--- config.mk ---
export PLATFORM = sky130hd
export DESIGN_NAME = mash_combiner
export DESIGN_NICKNAME = d
export VERILOG_FILES = /design/src/rtl/mash_pkg.sv /design/src/rtl/mash_diff.sv /design/src/rtl/mash_combiner.sv
export SDC_FILE = /design/constraint.sdc
export NUM_CORES = 1
export LEC_CHECK = 0
export BUFFER_PORTS_ARGS = -buffer_cell sky130_fd_sc_hd__buf_2
export CORE_MARGIN = 2
export CORE_UTILIZATION = 57
export CTS_CLUSTER_DIAMETER = 120
export DETAILED_ROUTE_END_ITERATION = 12
export PLACE_DENSITY = 0.84
export SYNTH_ARGS = -nofsm -noshare
export SYNTH_HDL_FRONTEND = slang
export SYNTH_SLANG_ARGS = --single-unit
--- constraint.sdc ---
create_clock -name i_clk -period 4.9 [get_ports i_clk]
set_input_delay 0.245 -clock i_clk [delete_from_list [all_inputs] [get_ports i_clk]]
set_output_delay 0.245 -clock i_clk [all_outputs]
set_load 0.01 [all_outputs]
--- src/rtl/mash_pkg.sv ---
// Shared constants and types for the MASH carry combiner.
// Stage alignment delays line the stage-1 and stage-2 carries up with the
// stage-3 (or stage-2) double/single differentiation.
package mash_pkg;

  localparam int Y_WIDTH = 4;

  // 1-1-1 alignment: c1 delayed by 2, c2 by 1, c3 undelayed
  localparam int C1_DLY = 2;
  localparam int C2_DLY = 1;
  localparam int C3_DLY = 0;

  // 1-1 alignment: c1 delayed by 1, c2 undelayed
  localparam int C1_DLY_O2 = 1;
  localparam int C2_DLY_O2 = 0;

  // Correction range for each order
  localparam int Y_MIN    = -3;
  localparam int Y_MAX    = 4;
  localparam int Y_MIN_O2 = -1;
  localparam int Y_MAX_O2 = 2;

  typedef logic signed [Y_WIDTH-1:0] y_t;

  // Zero-extend a single carry bit into the signed correction width
  function automatic y_t carry_ext(input logic c);
    return {{(Y_WIDTH-1){1'b0}}, c};
  endfunction

endpackage

--- src/rtl/mash_diff.sv ---
// First-difference cell: o_d = x[n] - x[n-1]. History advances on i_en and is
// zeroed by i_clr, which takes priority.
module mash_diff
  import mash_pkg::*;
(
  input  logic i_clk,
  input  logic i_rst_n,
  input  logic i_en,
  input  logic i_clr,
  input  y_t   i_x,
  output y_t   o_d
);

  y_t x_q, x_d;

  // next history value: clear wins, otherwise capture on enable
  always_comb begin
    x_d = x_q;
    if (i_clr)     x_d = '0;
    else if (i_en) x_d = i_x;
  end

  // history register
  always_ff @(posedge i_clk or negedge i_rst_n) begin
    if (!i_rst_n) x_q <= '0;
    else          x_q <= x_d;
  end

  assign o_d = i_x - x_q;

endmodule

--- src/rtl/mash_combiner.sv ---
// MASH carry combiner: merges EFM stage carries into a noise-shaped
// correction y and the instantaneous divide ratio N + y (clamped at zero).
// Build option: define MASH_ORDER3_EN for the 1-1-1 combiner; the default
// build is the 1-1 combiner with i_q3 unused.
module mash_combiner
  import mash_pkg::*;
#(
  parameter int P_INT_WIDTH = 8
) (
  input  logic                   i_clk,
  input  logic                   i_rst_n,
  input  logic                   i_valid,
  input  logic                   i_clr,
  input  logic                   i_q1,
  input  logic                   i_q2,
  input  logic                   i_q3,
  input  logic [P_INT_WIDTH-1:0] i_int,
  output logic [Y_WIDTH-1:0]     o_y,
  output logic [P_INT_WIDTH:0]   o_div,
  output logic                   o_valid,
  output logic                   o_sat
);

  localparam int SW = P_INT_WIDTH + 2;

  logic adv;
  y_t   y_c;

  assign adv = i_valid & ~i_clr;

`ifdef MASH_ORDER3_EN
  // ---------------- 1-1-1 combiner ----------------
  logic [C1_DLY-1:0] c1_sr_q, c1_sr_d;
  logic [C2_DLY-1:0] c2_sr_q, c2_sr_d;
  y_t                c2_diff, c3_d1, c3_d2;
  logic              unused_c3_dly;

  assign unused_c3_dly = (C3_DLY != 0);

  // alignment delay lines for c1 and c2
  always_comb begin
    c1_sr_d = c1_sr_q;
    c2_sr_d = c2_sr_q;
    if (i_clr) begin
      c1_sr_d = '0;
      c2_sr_d = '0;
    end else if (adv) begin
      c1_sr_d = {c1_sr_q[C1_DLY-2:0], i_q1};
      c2_sr_d = i_q2;
    end
  end

  // delay line registers
  always_ff @(posedge i_clk or negedge i_rst_n) begin
    if (!i_rst_n) begin
      c1_sr_q <= '0;
      c2_sr_q <= '0;
    end else begin
      c1_sr_q <= c1_sr_d;
      c2_sr_q <= c2_sr_d;
    end
  end

  // c2[n-1] - c2[n-2]
  mash_diff u_c2_diff (
    .i_clk  (i_clk),
    .i_rst_n(i_rst_n),
    .i_en   (i_valid),
    .i_clr  (i_clr),
    .i_x    (carry_ext(c2_sr_q[C2_DLY-1])),
    .o_d    (c2_diff)
  );

  // c3[n] - c3[n-1]
  mash_diff u_c3_diff1 (
    .i_clk  (i_clk),
    .i_rst_n(i_rst_n),
    .i_en   (i_valid),
    .i_clr  (i_clr),
    .i_x    (carry_ext(i_q3)),
    .o_d    (c3_d1)
  );

  // second difference: c3[n] - 2*c3[n-1] + c3[n-2]
  mash_diff u_c3_diff2 (
    .i_clk  (i_clk),
    .i_rst_n(i_rst_n),
    .i_en   (i_valid),
    .i_clr  (i_clr),
    .i_x    (c3_d1),
    .o_d    (c3_d2)
  );

  assign y_c = carry_ext(c1_sr_q[C1_DLY-1]) + c2_diff + c3_d2;
`else
  // ---------------- 1-1 combiner ----------------
  logic [C1_DLY_O2-1:0] c1_sr_q, c1_sr_d;
  y_t                   c2_diff;
  logic                 unused_q3;

  assign unused_q3 = i_q3 | (C2_DLY_O2 != 0);

  // alignment delay for c1
  always_comb begin
    c1_sr_d = c1_sr_q;
    if (i_clr)    c1_sr_d = '0;
    else if (adv) c1_sr_d = i_q1;
  end

  // delay register
  always_ff @(posedge i_clk or negedge i_rst_n) begin
    if (!i_rst_n) c1_sr_q <= '0;
    else          c1_sr_q <= c1_sr_d;
  end

  // c2[n] - c2[n-1]
  mash_diff u_c2_diff (
    .i_clk  (i_clk),
    .i_rst_n(i_rst_n),
    .i_en   (i_valid),
    .i_clr  (i_clr),
    .i_x    (carry_ext(i_q2)),
    .o_d    (c2_diff)
  );

  assign y_c = carry_ext(c1_sr_q[C1_DLY_O2-1]) + c2_diff;
`endif

  // ---------------- divide ratio and output registers ----------------
  logic signed [SW-1:0]   sum;
  logic [Y_WIDTH-1:0]     o_y_q, o_y_d;
  logic [P_INT_WIDTH:0]   o_div_q, o_div_d;
  logic                   o_valid_q, o_valid_d;
  logic                   o_sat_q, o_sat_d;

  assign sum = $signed({2'b00, i_int}) + $signed({{(SW-Y_WIDTH){y_c[Y_WIDTH-1]}}, y_c});

  // next outputs: update on a qualified sample, clamp negative ratios to zero
  always_comb begin
    o_y_d     = o_y_q;
    o_div_d   = o_div_q;
    o_valid_d = adv;
    o_sat_d   = 1'b0;
    if (adv) begin
      o_y_d = y_c;
      if (sum[SW-1]) begin
        o_div_d = '0;
        o_sat_d = 1'b1;
      end else begin
        o_div_d = sum[P_INT_WIDTH:0];
      end
    end
  end

  // output registers
  always_ff @(posedge i_clk or negedge i_rst_n) begin
    if (!i_rst_n) begin
      o_y_q     <= '0;
      o_div_q   <= '0;
      o_valid_q <= 1'b0;
      o_sat_q   <= 1'b0;
    end else begin
      o_y_q     <= o_y_d;
      o_div_q   <= o_div_d;
      o_valid_q <= o_valid_d;
      o_sat_q   <= o_sat_d;
    end
  end

  assign o_y     = o_y_q;
  assign o_div   = o_div_q;
  assign o_valid = o_valid_q;
  assign o_sat   = o_sat_q;

endmodule

==> flow_metrics.env <==
export IMPL_layout_cells_non_filler=187
export IMPL_setup_tns_ns=0
export IMPL_overflow=0
export IMPL_crit_required_ns=5.13
export IMPL_synthTopCellsByArea="dfrtp_1, ha_1, mux2i_1"
export IMPL_yosysUniqueCellTypes=42
export IMPL_met3_usage_pct=5.56
export IMPL_htree_levels=1
export IMPL_met2_usage_pct=37.9
export IMPL_outcome="complete, no violations"
export IMPL_io_buffers=28
export IMPL_ys_flop_type="dfrtp_1"
export IMPL_die_area_mm2=0.00261
export IMPL_powerDensity_mw_per_mm2=272
export IMPL_drive_above_1_share_pct=26.4
export IMPL_synth_seq_cells=16
export IMPL_synth_top_area_share_pct=31.7
export IMPL_core_mm2=0.00215
export IMPL_io_pins=30
export IMPL_async_reset_ff_share_pct=100
export IMPL_cts_clk_slew_worst_paths_ns=0.09
export IMPL_fp_dieW_um=51.1
export IMPL_wl_per_cell_um=13.8
export IMPL_end_kind="flip-flop"
export IMPL_row_count=17
export IMPL_gp_congestion=0.875
export IMPL_crit_path_start_kind="flip-flop"
export IMPL_dr_pass1_iters=7
export IMPL_p_leak_nw=0.661
export IMPL_root_buffer="clkbuf_4"
export IMPL_grt_pass1_vias=989
export IMPL_yosys_warnings=0
export IMPL_clk_latency_ns=0.28
export IMPL_dp_cells=182
export IMPL_synth_edf_count=0
export IMPL_via_per_inst=5.76
export IMPL_finalWorstPathRequiredPeriod_ns=3.46
export IMPL_crit_fanout=20
export IMPL_grt_pass1_wl_mm=4.25
export IMPL_die_y_um=51.1
export IMPL_rsz0062_at_grt="false"
export IMPL_max_cap_violations=0
export IMPL_drc=0
export IMPL_tightest_slew_ns=0.647
export IMPL_synthToLayoutAreaGrowth_pct=10.3
export IMPL_cts_resized=0
export IMPL_use_met1_pct=25.0
export IMPL_diodes=0
export IMPL_cts_inserted_buffers=3
export IMPL_path_class="reg2reg"
export IMPL_fmax_mhz=289
export IMPL_num_fill_cells=174
export IMPL_seq_area_um2=400
export IMPL_finalCritPeriodShare_pct=70.5
export IMPL_arrival_ns=3.68
export IMPL_grt_antenna_before_repair=0
export IMPL_hold_violations=0
export IMPL_skew_ns=0.00317
export IMPL_multiInputGateArea_um2=743
export IMPL_ff2ff_setup_slack_ns=1.44
export IMPL_hpwlAfterDp_mm=2.01
export IMPL_cts_tree="done"
export IMPL_peakVddDrop_v=0.000248
export IMPL_grt_usage_pct=21.7
export IMPL_max_slew_margin_pct=56.8
export IMPL_avgSynthCellArea_um2=9.30
export IMPL_initial_core_util_pct=58.9
export IMPL_wirelength_mm=2.59
export IMPL_slew_violations=0
export IMPL_nNetsFinal=183
export IMPL_hold_path_class="in2reg"
export IMPL_max_clock_path_buffers=2
export IMPL_grt_start_max_net_pins=21
export IMPL_grt_busiest_layer="met2"
export IMPL_cts_sinks=16
export IMPL_drtIter0Drc=14
export IMPL_synth_top_cell_by_area="dfrtp_1"
export IMPL_syn_num_nets=159
export IMPL_num_vias=1078
export IMPL_synthCells=136
export IMPL_finalSetupViolCount=0
export IMPL_ant_nets=0
export IMPL_synth_area_mm2=0.00126
export IMPL_synth_seq_area_share_pct=31.7
-- cell usage in the layout, fill, tap and decap left out, types with 2 or more instances in the layout --
master    count
a21oi_1       9
a21oi_2       2
a22o_1        3
a31oi_1       4
buf_2        28
clkbuf_4      3
dfrtp_1      16
ha_1          7
inv_1         8
mux2i_1       7
nand2_1      14
nand3_1       3
nand3b_1      2
nor2_1       11
o21ai_0       5
o21ai_1       5
o41ai_1       3
xnor2_1       6
-- metal layers --
metal	part of all wire, %	up-vias	wire length [µm]
met5	0	-	0
met4	2.1	0	55
met3	4.4	6	114
met2	51	26	1320
met1	43	519	1100
li1	-	527	-
-- cell type report --
cell class                      instances  area share, %
Multi-Input combinational cell        102           53.3
Inverter                                8           2.15
Clock buffer                            4           2.60
Sequential cell                        16           28.7
Tap cell                               28           2.51
Timing Repair Buffer                   29           10.8
-- path summary, 6_finish.rpt --
check | from | endpoint | cells after the start
max | c1_sr_q | o_div[1] | 12
max reg2reg | c1_sr_q | o_div[1] | 12
min reg2reg | o_y[0] | o_y[0] | 2
min | i_clr | u_c2_diff.x_q[0] | 2
min in group asynchronous | i_rst_n | o_div[6] | 2
max in group asynchronous | i_rst_n | o_valid | 2
-- cell usage after synthesis, types with 2 or more instances --
master	n
xnor2_1	6
a31oi_1	4
a21oi_1	9
ha_1	7
nand2_1	14
inv_1	8
o21ai_1	5
a22o_1	3
nand3b_1	2
a21oi_2	2
mux2i_1	7
o41ai_1	3
buf_6	5
o21ai_0	5
buf_2	2
nor2_1	11
nand3_1	3
dfrtp_1	16
-- logic make-up after synthesis --
logic type | share of synthesized area, %
AND/OR/NAND/NOR | 17.4
XOR/XNOR | 4.85
multiplexers | 5.54
adder cells (fa/ha/maj) | 8.51
AO/OA/AOI/OAI | 22.5
flip-flops | 31.7
buffers and inverters | 9.59
-- state kept, by name, summed over array words and instances, names as in the netlist --
name           cells
c1_sr_q            1
o_div              9
o_sat              1
o_valid            1
o_y                3
u_c2_diff.x_q      1
-- worst max-delay path, cell delays in order (launching register included) --
cell	delay [ns]
dfrtp_1	0.36
inv_1	0.05
ha_1	0.27
inv_1	0.04
ha_1	0.17
inv_1	0.07
ha_1	0.57
ha_1	0.44
or3_2	0.46
a31oi_1	0.44
a31oi_1	0.14
nor3_2	0.24
a22o_1	0.16
-- repair_timing --
action                    in CTS  in global routing
hold buffers                   1                  0
setup buffers                  0                  0
hold endpoints to repair      16                  0
-- metrics by stage --
stage	instance area [µm²]	hold slack [ns]	setup WS (ns)	total power (W)	utilization, %
after floorplan	1260	-0.0506	2.12	0.000258	-
after global placement	1350	0.165	1.62	0.000291	62.8
after detailed placement	1350	0.175	1.50	0.000297	62.8
after CTS	1400	0.122	1.47	0.000384	64.9
after global routing	1400	0.127	1.13	0.000404	64.9
final	1400	0.136	1.44	0.000379	64.9
-- power breakdown --
group	internal, W	switching, W	leakage, nW
registers	0.000151	0.0000101	0.200
clock network	0.0000452	0.0000392	0.0210
logic	0.0000577	0.0000759	0.441
total	0.000254	0.000125	0.661
No activity file was read; power rests on OpenSTA's default activity.
